**config.mk**
```make
export PLATFORM = sky130hd
export DESIGN_NAME = intr_ctrl
export DESIGN_NICKNAME = d
export VERILOG_FILES = /design/src/rtl/intr_ctrl_pkg.sv /design/src/rtl/intr_prio_enc.sv /design/src/rtl/intr_ctrl.sv
export SDC_FILE = /design/constraint.sdc
export NUM_CORES = 1
export LEC_CHECK = 0
export CAP_MARGIN = 20
export CORE_UTILIZATION = 40
export CTS_BUF_LIST = sky130_fd_sc_hd__clkbuf_2
export CTS_CLUSTER_DIAMETER = 100
export DETAILED_ROUTE_END_ITERATION = 12
export DONT_BUFFER_PORTS = 1
export PLACE_DENSITY = 0.54
export SLEW_MARGIN = 0
export SYNTH_ARGS = -nofsm -noshare
export SYNTH_HDL_FRONTEND = slang
export SYNTH_HIERARCHICAL = 1
export SYNTH_SLANG_ARGS = --single-unit
```
**constraint.sdc**
```tcl
create_clock -name clk -period 2.02 [get_ports clk]
set_input_delay 0.505 -clock clk [delete_from_list [all_inputs] [get_ports clk]]
set_output_delay 0.505 -clock clk [all_outputs]
set_load 0.005 [all_outputs]
```
**src/rtl/intr_ctrl_pkg.sv**
```systemverilog
// Shared definitions for the interrupt controller: system register numbers,
// sequencer state encoding and IRQ source indices.
package intr_ctrl_pkg;

   localparam logic [2:0] SREG_SCS = 3'd0;
   localparam logic [2:0] SREG_SII = 3'd1;
   localparam logic [2:0] SREG_SRA = 3'd2;
   localparam logic [2:0] SREG_SR0 = 3'd3;
   localparam logic [2:0] SREG_SR1 = 3'd4;

   localparam int IRQ_TIMER = 0;
   localparam int IRQ_KEYS  = 1;
   localparam int IRQ_SWS   = 2;

   typedef enum logic [1:0] {
      ST_RUN     = 2'd0,
      ST_DRAIN   = 2'd1,
      ST_ENTER   = 2'd2,
      ST_HANDLER = 2'd3
   } intr_state_t;

endpackage

```
**src/rtl/intr_prio_enc.sv**
```systemverilog
// Fixed-priority encoder: the lowest set request index wins.
module intr_prio_enc #(
   parameter int NSRC   = 3,
   parameter int IDBITS = 2
) (
   input  logic [NSRC-1:0]   req,
   output logic              valid,
   output logic [IDBITS-1:0] idx
);

   // NOTE: every output of an always_comb gets a default first, so no path leaves it unassigned (no latch).
   always_comb begin
      valid = |req;
      idx   = '0;
      for (int i = NSRC - 1; i >= 0; i--) begin
         if (req[i]) idx = IDBITS'(i);
      end
   end

endmodule

```
**src/rtl/intr_ctrl.sv**
```systemverilog
// Interrupt sequencer: arbitrates level IRQs, waits for a safe redirect point,
// pulses take for one cycle and owns the IE/OIE/SRA/SII system registers.
module intr_ctrl
   import intr_ctrl_pkg::*;
#(
   parameter int DBITS  = 16,
   parameter int NSRC   = 3,
   parameter int IDBITS = 2
) (
   input  logic             clk,
   input  logic             rst_n,
   input  logic [NSRC-1:0]  irq,
   input  logic             redir_ok,
   input  logic [DBITS-1:0] resume_pc,
   input  logic             reti_m,
   input  logic             wsr_m,
   input  logic [2:0]       wsr_sel,
   input  logic [DBITS-1:0] wsr_data,
   output logic             take,
   output logic             ie,
   output logic             oie,
   output logic [DBITS-1:0] sra,
   output logic [DBITS-1:0] sii,
   output logic             busy
);

   intr_state_t       state;
   logic [NSRC-1:0]   pend;
   logic              win_valid;
   logic [IDBITS-1:0] win_idx;
   logic [IDBITS-1:0] win_id;
   logic              wsr_scs;
   logic              wsr_sra;
   logic              ie_nxt;

   assign pend = ie ? irq : '0;

   intr_prio_enc #(
      .NSRC   (NSRC),
      .IDBITS (IDBITS)
   ) u_prio (
      .req   (pend),
      .valid (win_valid),
      .idx   (win_idx)
   );

   // RETI has priority over a WSR retiring in the same cycle.
   assign wsr_scs = wsr_m && !reti_m && (wsr_sel == SREG_SCS);
   assign wsr_sra = wsr_m && !reti_m && (wsr_sel == SREG_SRA);

   always_comb begin
      ie_nxt = ie;
      if (reti_m)       ie_nxt = oie;
      else if (wsr_scs) ie_nxt = wsr_data[0];
   end

   assign take = (state == ST_ENTER);
   assign busy = (state != ST_RUN);

   // NOTE: sequential state uses non-blocking assignments so every flop samples pre-edge values.
   always_ff @(posedge clk or negedge rst_n) begin
      if (!rst_n) begin
         state  <= ST_RUN;
         ie     <= 1'b0;
         oie    <= 1'b0;
         sra    <= '0;
         sii    <= '0;
         win_id <= '0;
      end else begin
         case (state)
            ST_RUN: begin
               if (win_valid) state <= ST_DRAIN;
            end
            ST_DRAIN: begin
               // Spurious request or IE turned off: abandon without side effects.
               if (!ie_nxt || !win_valid) begin
                  state <= ST_RUN;
               end else if (redir_ok) begin
                  state  <= ST_ENTER;
                  win_id <= win_idx;
               end
            end
            ST_ENTER: begin
               state <= ST_HANDLER;
            end
            ST_HANDLER: begin
               if (reti_m) state <= ST_RUN;
            end
            default: state <= ST_RUN;
         endcase

         if (state == ST_ENTER) begin
            sra <= resume_pc;
            sii <= DBITS'(win_id);
            oie <= ie;
            ie  <= 1'b0;
         end else begin
            ie <= ie_nxt;
            if (wsr_scs) oie <= wsr_data[1];
            if (wsr_sra) sra <= wsr_data;
         end
      end
   end

endmodule

```
==> metrics.json, run 1 <==
{
  "grt": {
    "grtUsageTotal_pct": 13.7,
    "wire_length_of_the_first_global_routing_pass_um": 3530,
    "grt_max_degree": 25,
    "antenna_violations_before_repair": 0,
    "grt_remaining_overflow": 0,
    "first_global_vias": 791
  },
  "yosys": {
    "yosys_warnings": 6,
    "ys_seq_area_share_pct": 46.4,
    "synthesis.area_per_instance_um2": 10.2,
    "synth_cell_type_count": 25,
    "syn_area_um2": 1290,
    "netlist_instances": 127,
    "yosys_register_bits": 24
  },
  "sta": {
    "max_freq_mhz": 569,
    "skew_ns": 0.0130,
    "grt_setup_unrepaired": "false",
    "final.setup.worst_slack_ns": 0.264,
    "final.min_clock_period_ns": 1.76,
    "final_max_slew_viol_count": 0,
    "setup_viol": 0,
    "report.final.hold_viol_count": 0,
    "final.hold.worst_slack_ns": 0.257,
    "tns_ns": 0,
    "layout_worst_path_cycle_share_pct": 86.9
  },
  "cts": {
    "cts-htree-levels": 1,
    "max-clock-path-buffers": 2,
    "cts_repair_resize_count": 0,
    "worst_setup_hold_path_clk_slew_ns": 0.22,
    "clkSinkCount": 24,
    "cts-root-buf": "clkbuf_2",
    "worst_skew_late_latency_ns": 0.33,
    "tritoncts_clock_tree": "done",
    "cts-buffers-inserted": 3
  },
  "power": {
    "internal_power_mw": 1.12,
    "cellLeakagePower_nw": 0.714,
    "power.combinational.fraction_pct": 29.4,
    "power.switching_uw": 573,
    "power.clock.fraction_pct": 18.3,
    "switching_fraction_of_total_power_pct": 33.9,
    "totalPowerFinal_mw": 1.69,
    "peakVddDrop_uv": 424,
    "p_seq_share_pct": 52.4,
    "p_per_area_nw_per_um2": 1230
  },
  "die": {
    "num_io_pins": 79,
    "floorplan.initialDensity_pct": 42.4,
    "core-area_um2": 3050,
    "die_area_um2": 3470,
    "die_y_um": 58.9,
    "dieWidth_um": 58.9,
    "fp-row-count": 20
  },
  "final_layout": {
    "syn2layout_area_growth_pct": 5.89,
    "nFillCells": 315,
    "antenna_cells_inserted": 0,
    "final_nets": 174,
    "drive_gt1_share_pct": 13.1,
    "post_route_cell_area_um2": 1370
  },
  "placed_design": {
    "placedInstanceArea_um2": 1290,
    "post-dp-hpwl_um": 1830,
    "numPortBuffers": 0,
    "pre_cts_slack_ns": 0.235,
    "gpl.final_weighted_congestion": 0.694
  },
  "route": {
    "drc_errors": 0,
    "first_iter_violations": 16,
    "route.detailed.wl_per_inst_um": 13.3,
    "route.detailed.vias_per_inst": 4.78,
    "antenna_violating_nets_post_route": 0,
    "vias": 831,
    "postRouteWirelength_um": 2320,
    "drt_pass1_iterations": 3
  },
  "critical_path": {
    "critical_path_class": "reg2reg",
    "cp_data_arrival_time_ns": 1.99,
    "cp-start-kind": "flop",
    "worstReg2RegStart": "ie",
    "crit_required_ns": 2.25,
    "timing.critical_path.from": "ie",
    "critical_path_peak_fanout": 6,
    "worst_setup_path_end_kind": "flop"
  },
  "flow_run": {
    "maxCapViolCount": 0
  },
  "worst_hold_path": {
    "timing.hold.worst.class": "in2reg",
    "hold_path.startpoint": "resume_pc[9]"
  },
  "run_status": {
    "outcome": "completed"
  }
}
## metrics by stage
step / cells / utilization (%)
finish: 174 / 44.9
global route: 174 / 44.9
CTS: 173 / 44.0
detailed placement: 168 / 42.2
global placement: 168 / 42.2
floorplan: 140 / -
## critical path: stages (launching register included)
cell	delay (ns)
dfrtp_1	0.49
and2_1	0.19
or3_1	0.38
nand4b_1	0.10
nor2_1	0.04
nand2_1	0.12
mux2_2	0.35
## what timing repair did
action / in CTS / in global routing
hold buffers: 1 / 0
buffers inserted: 0 / 0
endpoints found under the hold margin: 24 / 0
endpoints found under the setup margin: 0 / 0
## placed cells by master, fill, tap and decap left out, types with 2 or more instances in the layout
cell,Yosys,routed
o21ai_0,7,7
conb_1,1,14
nor2b_1,3,2
nor2_1,5,5
and2_1,4,4
clkbuf_2,0,3
buf_4,14,3
mux2i_1,18,18
dfrtp_1,24,24
mux2_2,4,4
o21ai_1,10,10
nand2_1,21,21
## path summary, 6_finish.rpt
| check | slack, ns | cells after the start | to |
|---|---|---|---|
| worst min register to register | 0.54 | 1 | sii[1] |
| worst max register to register | 0.26 | 6 | win_id[0] |
| min in group asynchronous | 0.44 | 1 | sra[15] |
| max in group asynchronous | 1.18 | 2 | sii[1] |
| worst min-delay path | 0.26 | 2 | sra[9] |
| worst max-delay path | 0.26 | 6 | win_id[0] |
## per-layer routing
| layer | GRT usage, % | up-vias | wire length, µm |
|---|---|---|---|
| li1 | - | 402 | - |
| met1 | 15.9 | 382 | 858 |
| met2 | 23.4 | 45 | 1180 |
| met3 | 3.74 | 2 | 258 |
| met4 | 6.12 | 0 | 17 |
| met5 | 0 | - | 0 |
## logic make-up after synthesis
logic type,after synthesis,share of synthesized area (%)
simple gates,41,17.5
flops,24,46.4
mux,22,17.4
buf+inv,20,10.7
compound gates,19,7.73
other cells,1,0.290
## Yosys cell counts
library cell | instances | area, µm²
a21boi_0 | 1 | 7.51
and2_1 | 4 | 25.0
buf_2 | 3 | 15.0
buf_4 | 14 | 105
buf_6 | 1 | 11.3
clkbuf_1 | 1 | 3.75
conb_1 | 1 | 3.75
dfrtp_1 | 24 | 601
inv_1 | 1 | 3.75
mux2_2 | 4 | 45.0
mux2i_1 | 18 | 180
nand2_1 | 21 | 78.8
nand2_4 | 1 | 11.3
nand2b_1 | 1 | 6.26
nand4b_1 | 1 | 8.76
nor2_1 | 5 | 18.8
nor2b_1 | 3 | 18.8
nor3b_1 | 1 | 7.51
nor4b_2 | 1 | 15.0
nor4b_4 | 1 | 23.8
o21ai_0 | 7 | 35.0
o21ai_1 | 10 | 50.1
o31ai_1 | 1 | 7.51
or2_2 | 1 | 6.26
or3_1 | 1 | 6.26
## flip-flops by register name, indices dropped and copies added (netlist names), named ones only
| signal | cells |
|---|---|
| win_id | 2 |
| state | 1 |
| oie | 1 |
| sii | 2 |
| sra | 16 |
| ie | 1 |
## power groups by stage
stage	combinational, mW	clock (mW)	sequential (mW)
6_report	0.496	0.309	0.884
5_1_grt	0.579	0.337	0.918
4_1_cts	0.501	0.326	0.889
3_5_place_dp	0.493	0	0.900
3_3_place_gp	0.469	0	0.896
2_1_floorplan	0.426	0	0.843
## layout make-up
type                    instances  area [µm²]  area share [%]
multi-input cells              96         607            44.3
flip-flops and latches         24         601            43.8
clock inverters                 1        30.0            2.19
clock buffers                   3        15.0            1.09
repair buffers                  5        60.1            4.38
well taps                      44        55.1            4.01
inverters                       1        3.75           0.274
(Power assumes the default switching activity.)
==> run 2, diff against run 1 <==
Settings changed: ABC_CLOCK_PERIOD_IN_PS from default to 2020, CORE_UTILIZATION 40 to 65, PLACE_DENSITY 0.54 to 0.81, SKIP_CTS_REPAIR_TIMING from default to 1.
==> metrics.json, run 2 (same netlist as run 1, synthesis figures left out) <==
{
  "placed_design": {
    "post-place-cells": {"value": 149, "change": "-11%"},
    "gpl.final_weighted_congestion": {"value": 0.807, "change": "+16%"},
    "numPortBuffers": {"value": 0, "change": "unchanged"},
    "post-dp-hpwl": {"value": 1800, "unit": "µm", "change": "-1.7%"}
  },
  "die": {
    "num_io_pins": {"value": 79, "change": "unchanged"},
    "die_y": {"value": 46.6, "unit": "µm", "change": "-21%"},
    "fp-row-count": {"value": 15, "change": "-25%"},
    "core-area": {"value": 1800, "unit": "µm²", "change": "-41%"},
    "die_area": {"value": 2170, "unit": "µm²", "change": "-37%"},
    "floorplan.initialDensity": {"value": 71.9, "unit": "%", "change": "+29 points"},
    "dieWidth": {"value": 46.6, "unit": "µm", "change": "-21%"}
  },
  "final_layout": {
    "final_cells": {"value": 155, "change": "-11%"},
    "mostFrequentLayoutCell": "dfrtp_1",
    "final_cell_mix": "24 x dfrtp_1, 21 x nand2_1, 18 x mux2i_1",
    "antenna_cells_inserted": {"value": 0, "change": "unchanged"},
    "drive_gt1_share": {"value": 13.1, "unit": "%", "change": "unchanged"},
    "largest_registers": "sra (16), sii (2), win_id (2)",
    "syn2layout_area_growth_pct": 3.48,
    "final_nets": {"value": 174, "change": "unchanged"},
    "top_register": "sra",
    "largest_register_ffs": {"value": 16, "change": "unchanged"},
    "nFillCells": {"value": 139, "change": "-56%"}
  },
  "route": {
    "vias": {"value": 854, "change": "+2.8%"},
    "drc_errors": {"value": 0, "change": "unchanged"},
    "route.detailed.vias_per_inst": {"value": 5.51, "change": "+15%"},
    "first_iter_violations": {"value": 8, "change": "-8"},
    "route.detailed.wl_per_inst": {"value": 15.2, "unit": "µm", "change": "+14%"},
    "postRouteWirelength": {"value": 2350, "unit": "µm", "change": "+1.6%"},
    "antenna_violating_nets_post_route": {"value": 0, "change": "unchanged"},
    "drt_pass1_iterations": {"value": 4, "change": "+1"}
  },
  "power": {
    "p_seq_share": {"value": 51.8, "unit": "%", "change": "-0.6 points"},
    "power.clock.fraction": {"value": 18.3, "unit": "%", "change": "about the same"},
    "switching_fraction_of_total_power": {"value": 34.7, "unit": "%", "change": "+0.79 points"},
    "totalPowerFinal": {"value": 1.71, "unit": "mW", "change": "+1.1%"},
    "cellLeakagePower": {"value": 0.710, "unit": "nW", "change": "-0.46%"},
    "power.switching": {"value": 593, "unit": "µW", "change": "+3.5%"},
    "peakVddDrop": {"value": 698, "unit": "µV", "change": "+65%"},
    "internal_power": {"value": 1.12, "unit": "mW", "change": "-0.10%"},
    "p_per_area": {"value": 1270, "unit": "nW/µm²", "change": "+3.5%"},
    "power.combinational.fraction": {"value": 30.0, "unit": "%", "change": "+0.6 points"}
  },
  "critical_path": {
    "top_cell_family_by_delay_on_the_critical_path": "simple AND/OR/NAND/NOR gates",
    "critPathMaxStageDelay": {"value": 0.49, "unit": "ns", "change": "about the same"},
    "ff2ff_path_depth": {"value": 6, "change": "unchanged"},
    "reg2reg_to": "win_id[0]",
    "cp_num_buf_inv": {"value": 0, "change": "unchanged"},
    "worstReg2RegStart": "ie",
    "critical_path_class": "reg2reg",
    "crit_required": {"value": 2.27, "unit": "ns", "change": "+0.02 ns"},
    "worst_setup_path_end_kind": "flop",
    "setup.reg_to_reg.worst_slack": {"value": 0.26, "unit": "ns", "change": "about the same"},
    "cp-start-kind": "flop",
    "critical_path_peak_fanout": {"value": 6, "change": "unchanged"},
    "cp_data_arrival_time": {"value": 2.02, "unit": "ns", "change": "+0.03 ns"},
    "worstPathCellList": "and2_1, or3_1, nand4b_1, nor2_1, nand2_1, mux2_2",
    "critical-path-slowest-cell": "dfrtp_1"
  },
  "worst_hold_path": {
    "hold_path.startpoint": "resume_pc[5]",
    "min_to": "sra[5]",
    "timing.hold.worst.class": "in2reg",
    "timing.hold.worst_path_depth": {"value": 2, "change": "unchanged"}
  },
  "sta": {
    "tns": {"value": 0, "unit": "ns", "change": "unchanged"},
    "final.hold.worst_slack": {"value": 0.255, "unit": "ns", "change": "-0.00194 ns"},
    "grt_setup_unrepaired": "false",
    "skew": {"value": 0.00369, "unit": "ns", "change": "-0.00929 ns"},
    "report.final.hold_viol_count": {"value": 0, "change": "unchanged"},
    "setup_viol": {"value": 0, "change": "unchanged"},
    "max_freq": {"value": 567, "unit": "MHz", "change": "-0.49%"},
    "layout_worst_path_cycle_share": {"value": 87.4, "unit": "%", "change": "+0.43 points"},
    "final.min_clock_period": {"value": 1.76, "unit": "ns", "change": "+0.00870 ns"},
    "final_max_slew_viol_count": {"value": 0, "change": "unchanged"}
  },
  "cts": {
    "worst_setup_hold_path_clk_slew": {"value": 0.22, "unit": "ns", "change": "about the same"},
    "max-clock-path-buffers": {"value": 2, "change": "unchanged"},
    "cts-htree-levels": {"value": 1, "change": "unchanged"},
    "clkSinkCount": {"value": 24, "change": "unchanged"},
    "worst_skew_late_latency": {"value": 0.33, "unit": "ns", "change": "about the same"},
    "cts-buffers-inserted": {"value": 3, "change": "unchanged"},
    "cts-root-buf": "clkbuf_2",
    "tritoncts_clock_tree": "done"
  },
  "grt": {
    "grt_max_degree": {"value": 25, "change": "unchanged"},
    "first_global_vias": {"value": 718, "change": "-9.2%"},
    "grtUsageTotal": {"value": 20.6, "unit": "%", "change": "+6.9 points"},
    "antenna_violations_before_repair": {"value": 0, "change": "unchanged"},
    "wire_length_of_the_first_global_routing_pass": {"value": 3060, "unit": "µm", "change": "-13%"},
    "grt_remaining_overflow": {"value": 0, "change": "unchanged"}
  },
  "flow_run": {
    "maxCapViolCount": {"value": 0, "change": "unchanged"}
  },
  "run_status": {
    "outcome": "completed"
  }
}
## run 2: power by group through the flow
stage / clock network (mW) / logic, mW / registers, mW
4_1_cts: 0.320 / 0.500 / 0.886
2_1_floorplan: 0 / 0.426 / 0.843
3_3_place_gp: 0 / 0.464 / 0.887
6_report: 0.312 / 0.512 / 0.884
3_5_place_dp: 0 / 0.500 / 0.895
5_1_grt: 0.335 / 0.579 / 0.914
## run 2: layout make-up
| cell class | count | area (µm²) | share of cell area, % |
|---|---|---|---|
| repair buffers | 5 | 52.6 | 3.92 |
| flip-flops and latches | 24 | 601 | 44.8 |
| multi-input cells | 96 | 607 | 45.3 |
| well taps | 25 | 31.3 | 2.33 |
| clock inverters | 1 | 30.0 | 2.24 |
| inverters | 1 | 3.75 | 0.280 |
| clock buffers | 3 | 15.0 | 1.12 |
## run 2: per-layer routing
metal  vias up  share of wire, %  global-route usage (%)
met3         2               8.9                    5.10
met2        53                52                    35.6
li1        402                 -                       -
met4         0              0.34                    8.57
met5         -                 0                       0
met1       397                38                    24.2
## run 2: worst max path at each step
stage	start	slack, ns	endpoint	cells after the start
2_1_floorplan	irq[1]	0.30	win_id[0]	6
3_3_place_gp	irq[1]	0.27	win_id[0]	6
3_5_place_dp	irq[1]	0.22	win_id[1]	6
4_1_cts	ie	0.25	win_id[1]	6
5_1_grt	ie	0.16	win_id[1]	6
6_report	ie	0.26	win_id[0]	6
## run 2: metrics by stage
| step | setup WS (ns) | area [µm²] | util [%] |
|---|---|---|---|
| floorplan | 0.300 | 1340 | - |
| CTS | 0.248 | 1310 | 72.7 |
| finish | 0.255 | 1340 | 74.4 |
| global placement | 0.272 | 1260 | 70.2 |
| detailed placement | 0.222 | 1260 | 70.2 |
| global route | 0.161 | 1340 | 74.4 |
==> edit 1, RTL diff (settings of run 1) <==
Put a register stage on the outputs `take` and `busy`, with the module's reset. The values now appear one clock later. The other outputs are not delayed to match. Comments in the files are not updated.
--- a/src/rtl/intr_ctrl.sv
+++ b/src/rtl/intr_ctrl.sv
@@ -56,4 +56,11 @@
 
-   assign take = (state == ST_ENTER);
-   assign busy = (state != ST_RUN);
+   always_ff @(posedge clk or negedge rst_n) begin
+      if (!rst_n) begin
+         take <= '0;
+         busy <= '0;
+      end else begin
+         take <= (state == ST_ENTER);
+         busy <= (state != ST_RUN);
+      end
+   end
 
Behaviour: not the same (a bounded check fails within 4 cycles, from zero or initial values and one cycle with rst_n low).
==> edit 1 against run 1 <==
- global-route usage shrank 0.87 points
- critical endpoint is now win_id[1]
- total power shrank 5.7%
- sequential cell count grew 2
- worst setup slack gained 0.0050 ns
- cell count is the same
- synthesized area grew 3.9%
- wire length shrank 2.9%
- critical path type unchanged
- synthesized cell count grew 1.6%
- final area grew 0.36%
==> edit 1: results (changes against run 1) <==
first_global_vias: 807  # +2.0%
ys.flop_type: "dfrtp_1"
ys_seq_area_share_pct: 48.4  # +2.0 points
gp_congestion: 0.764  # +10%
ys_top_cells_by_count: "dfrtp_1 (26), nand2_1 (21), mux2i_1 (18), buf_4 (14), o21ai_1 (10)"
synth_warnings: 6  # unchanged
grt_pass1_wl_um: 3420  # -3.1%
hp-class: "in -> reg"
htreeDepth: 1  # unchanged
clock_skew_ns: 0.00635  # -0.00662 ns
p_leak_nw: 0.716  # +0.33%
synthArstFlopShare_pct: 100  # unchanged
track_usage_pct: 12.8  # -0.87 points
cpPeakStageDelay_ns: 0.48
final_cells: 174  # unchanged
drive_above_1_share_pct: 11.5  # -1.5 points
cpLargestDelayFamily: "simple AND/OR/NAND/NOR gates"
fillers: 308  # -2.2%
clockRootBuffer: "clkbuf_2"
critical_path_arrival_ns: 2.00
ir_drop_mv: 0.525  # +24%
reg.largest.list: "sra (16), sii (2), win_id (2)"
synth.top_cells.by_area: "dfrtp_1 (48%), mux2i_1 (13%), buf_4 (7.8%), nand2_1 (5.9%), o21ai_1 (3.7%)"
firstDrtPassIters: 4  # +1
synthCells: 129  # +1.6%
numCtsBuffers: 3  # unchanged
routedWlPerCell_um: 12.9  # -2.9%
nNetsFinal: 175  # +0.57%
port_buffers: 0  # unchanged
yosysUniqueCellTypes: 25  # unchanged
clk_path_buf_depth: 2  # unchanged
cp_max_fo: 6  # unchanged
hpwlAfterDp_um: 1760  # -3.6%
status: "finished, final reports clean"
antenna_found_initial: 0  # unchanged
grt_start_max_net_pins: 27  # +8.0%
placed_area_um2: 1330  # +3.3%
clkLatencyLatePin_ns: 0.32
crit_slowest_cell: "dfrtp_1"
dp_worst_setup_slack_ns: 0.219  # -0.0164 ns
cts_resized: 0  # unchanged
drt_iter0_drc: 16  # unchanged
clk_pin_slew_ns: 0.21
edit 1: cell types whose count changed after synthesis, sizes merged:
cell / change
dfrtp: +2
edit 1: layout make-up:
cell class                 instances  area (um^2)  share of cell area (%)
timing repair buffer               4         45.0                    3.27
multi-input combinational         96          607                    44.1
tap                               44         55.1                    4.00
sequential                        26          651                    47.3
clock buffer                       3         15.0                    1.09
inverter                           1         3.75                   0.273
edit 1: path summary, 6_finish.rpt:
path / from / to / slack [ns] / cells past startpoint
max: ie / win_id[1] / 0.27 / 6
max in group asynchronous: rst_n / oie / 1.30 / 2
min in group asynchronous: rst_n / sra[10] / 0.57 / 2
max reg2reg: ie / win_id[1] / 0.27 / 6
min: resume_pc[7] / sra[7] / 0.27 / 2
min reg2reg: win_id[1] / sii[1] / 0.54 / 1
edit 1: cell families after synthesis:
group	Yosys count	share of synthesized area [%]
flops	26	48.4
mux	22	16.7
buf+inv	20	10.3
compound gates	19	7.44
other cells	1	0.279
simple gates	41	16.8
edit 1: repair_timing:
action	4_1_cts	5_1_grt
endpoints found under the hold margin	26	0
hold buffers	2	0
setup buffers	0	0
edit 1: worst reg2reg max path, delay by kind of cell (launching register included):
family,cells,cell delay (ns)
AND/OR/NAND/NOR,5,0.85
flip-flops,1,0.48
multiplexers,1,0.34
edit 1: metal layers:
metal	track usage (%)	share of wire [%]	vias up	wire [um]
met5	0	0	-	0
met1	14.7	40	378	906
li1	-	-	410	-
met3	4.98	8.6	2	193
met4	1.99	0.58	0	13
met2	22.7	50	41	1140
edit 1: power breakdown:
group / total, mW / switching, mW / leakage, nW / internal (mW)
Combinational: 0.476 / 0.239 / 0.376 / 0.237
Clock: 0.176 / 0.136 / 0.0125 / 0.0404
Sequential: 0.942 / 0.187 / 0.327 / 0.755
Total: 1.59 / 0.561 / 0.716 / 1.03
==> edit 2, RTL diff (flow settings as in run 1) <==
Made on the original files. `IDBITS` is set to 2 in 2 places; all go to 4.
--- a/src/rtl/intr_prio_enc.sv
+++ b/src/rtl/intr_prio_enc.sv
@@ -3,3 +3,3 @@
    parameter int NSRC   = 3,
-   parameter int IDBITS = 2
+   parameter int IDBITS = 4
 ) (
--- a/src/rtl/intr_ctrl.sv
+++ b/src/rtl/intr_ctrl.sv
@@ -7,3 +7,3 @@
    parameter int NSRC   = 3,
-   parameter int IDBITS = 2
+   parameter int IDBITS = 4
 ) (
Formal check against the unedited RTL: no difference found for any inputs over 10 cycles, from zero or initial values and one cycle with rst_n low; that may be too few to reach the edited logic, so the function may still have changed.
==> edit 2 against run 1 <==
- sequential cell count rose by 4
- final area rose by 7.9%
- critical path depth did not move
- sequential share of layout area rose by 3.5 points
- fmax fell by 0.31%
- synthesized cell count rose by 7.1%
- worst setup slack got worse by 0.0055 ns
- wire length rose by 9.8%
- clock skew fell by 0.0017 ns
- total power rose by 5.1%
- synthesized area rose by 11%
- core utilization fell by 1.2 points
- largest cell class is now sequential cells
==> edit 2: results (changes against run 1) <==
status: "finished, final reports clean"
track_usage_pct: 12.8  # -0.90 points
synth_warnings: 6  # unchanged
ys_top_cells_by_count: "dfrtp_1 (28), nand2_1 (20), mux2i_1 (18), buf_4 (14), o21ai_1 (10)"
clockRootBuffer: "clkbuf_2"
synthCells: 136  # +7.1%
routed-wl-met2_um: 1280  # +8.5%
cts_setup_buffers: 0  # unchanged
grt_start_max_net_pins: 29  # +16%
port_buffers: 0  # unchanged
yosysUniqueCellTypes: 26  # +4.0%
drive_above_1_share_pct: 14.6  # +1.5 points
nNetsFinal: 181  # +4.0%
critical_path_arrival_ns: 2.04  # +0.05 ns
cts_resized: 0  # unchanged
gp_congestion: 0.700  # +0.73%
ys_seq_area_share_pct: 48.5  # +2.2 points
numCtsBuffers: 3  # unchanged
firstDrtPassIters: 4  # +1
vias: 892  # +7.3%
ir_drop_mv: 0.487  # +15%
whs_path_depth: 2  # unchanged
min-delay-start: "resume_pc[10]"
clk_pin_slew_ns: 0.25  # +0.03 ns
antenna_found_initial: 0  # unchanged
p_leak_nw: 0.759  # +6.4%
clk_path_buf_depth: 2  # unchanged
r2r_start: "ie"
synthArstFlopShare_pct: 100  # unchanged
routedWlPerCell_um: 13.9  # +4.4%
fillers: 325  # +3.2%
regToRegEndpoint: "win_id[1]"
cpPeakStageDelay_ns: 0.50
hold_end: "sra[10]"
drt-met1-wl_um: 1040  # +21%
synth_edf_count: 0  # unchanged
rr_worst_depth: 6  # unchanged
drt_iter0_drc: 15  # -1
n_antenna_cell: 0  # unchanged
dp_worst_setup_slack_ns: 0.225  # -0.00985 ns
placed_area_um2: 1430  # +11%
fin_util_pct: 43.7  # -1.2 points
first_global_vias: 785  # -0.76%
top_layer: "met4"
htreeDepth: 1  # unchanged
cp_max_fo: 6  # unchanged
synth.top_cells.by_area: "dfrtp_1 (49%), mux2i_1 (12%), buf_4 (7.3%), mux2_2 (6.2%), nand2_1 (5.2%)"
hp-class: "in -> reg"
hpwlAfterDp_um: 1970  # +7.7%
crit_slowest_cell: "dfrtp_1"
ys.flop_type: "dfrtp_1"
hold_ws_ns: 0.254  # -0.00293 ns
clock_skew_ns: 0.0113  # -0.00170 ns
dr_wl_met3_um: 209  # -19%
drt-total-wl_um: 2540  # +9.8%
grt_pass1_wl_um: 3470  # -1.6%
reg.largest.list: "sra (16), sii (4), win_id (4)"
[edit 2: changes by cell type after synthesis]
| cell | before | now |
|---|---|---|
| mux2_2 | 4 | 8 |
| dfrtp_1 | 24 | 28 |
| conb_1 | 1 | 2 |
| buf_2 | 3 | 1 |
| nand2_2 | 0 | 1 |
| clkbuf_1 | 1 | 3 |
| nand2_1 | 21 | 20 |
[edit 2: final cells by class]
class                           count  share of cell area [%]
Clock buffer                        3                    1.01
Multi-Input combinational cell    100                    44.2
Timing Repair Buffer                4                    3.04
Tap cell                           46                    3.89
Inverter                            1                   0.254
Sequential cell                    28                    47.3
Clock inverter                      1                   0.254
[edit 2: cell families after synthesis]
family | Yosys count | share of synthesized area, %
simple gates | 41 | 15.9
flops | 28 | 48.5
mux | 26 | 18.7
buf+inv | 20 | 9.44
compound gates | 19 | 6.93
other cells | 2 | 0.520
[edit 2: what timing repair did]
item,CTS,global route
hold buffers,2,0
setup endpoints to repair,0,0
hold endpoints to repair,28,0
[edit 2: critical path: cells and delay by family, from the launching register on]
family / cells / cell delay, ns
DFF: 1 / 0.50
and+or+nand+nor: 5 / 0.83
muxes: 1 / 0.34
[edit 2: how the worst max path moves through the flow]
stage	depth (start not counted)	start	slack (ns)	to
final	6	ie	0.26	win_id[1]
after global placement	6	irq[1]	0.24	win_id[1]
after floorplan	6	irq[1]	0.29	win_id[0]
after global routing	6	ie	0.16	win_id[0]
after CTS	6	ie	0.23	win_id[1]
after detailed placement	6	irq[1]	0.23	win_id[0]
[edit 2: metal layers]
layer  vias up  global-route usage, %
met5         -                      0
met4         0                   4.76
met3         2                   4.35
met2        36                   21.7
met1       422                   14.8
li1        432                      -
[edit 2: where the power goes]
group          leakage [nW]  switching (mW)  internal (mW)  total [mW]
combinational         0.394           0.274          0.277       0.551
sequential            0.351           0.210          0.819        1.03
clock                0.0140           0.153         0.0430       0.196
total                 0.759           0.637           1.14        1.78
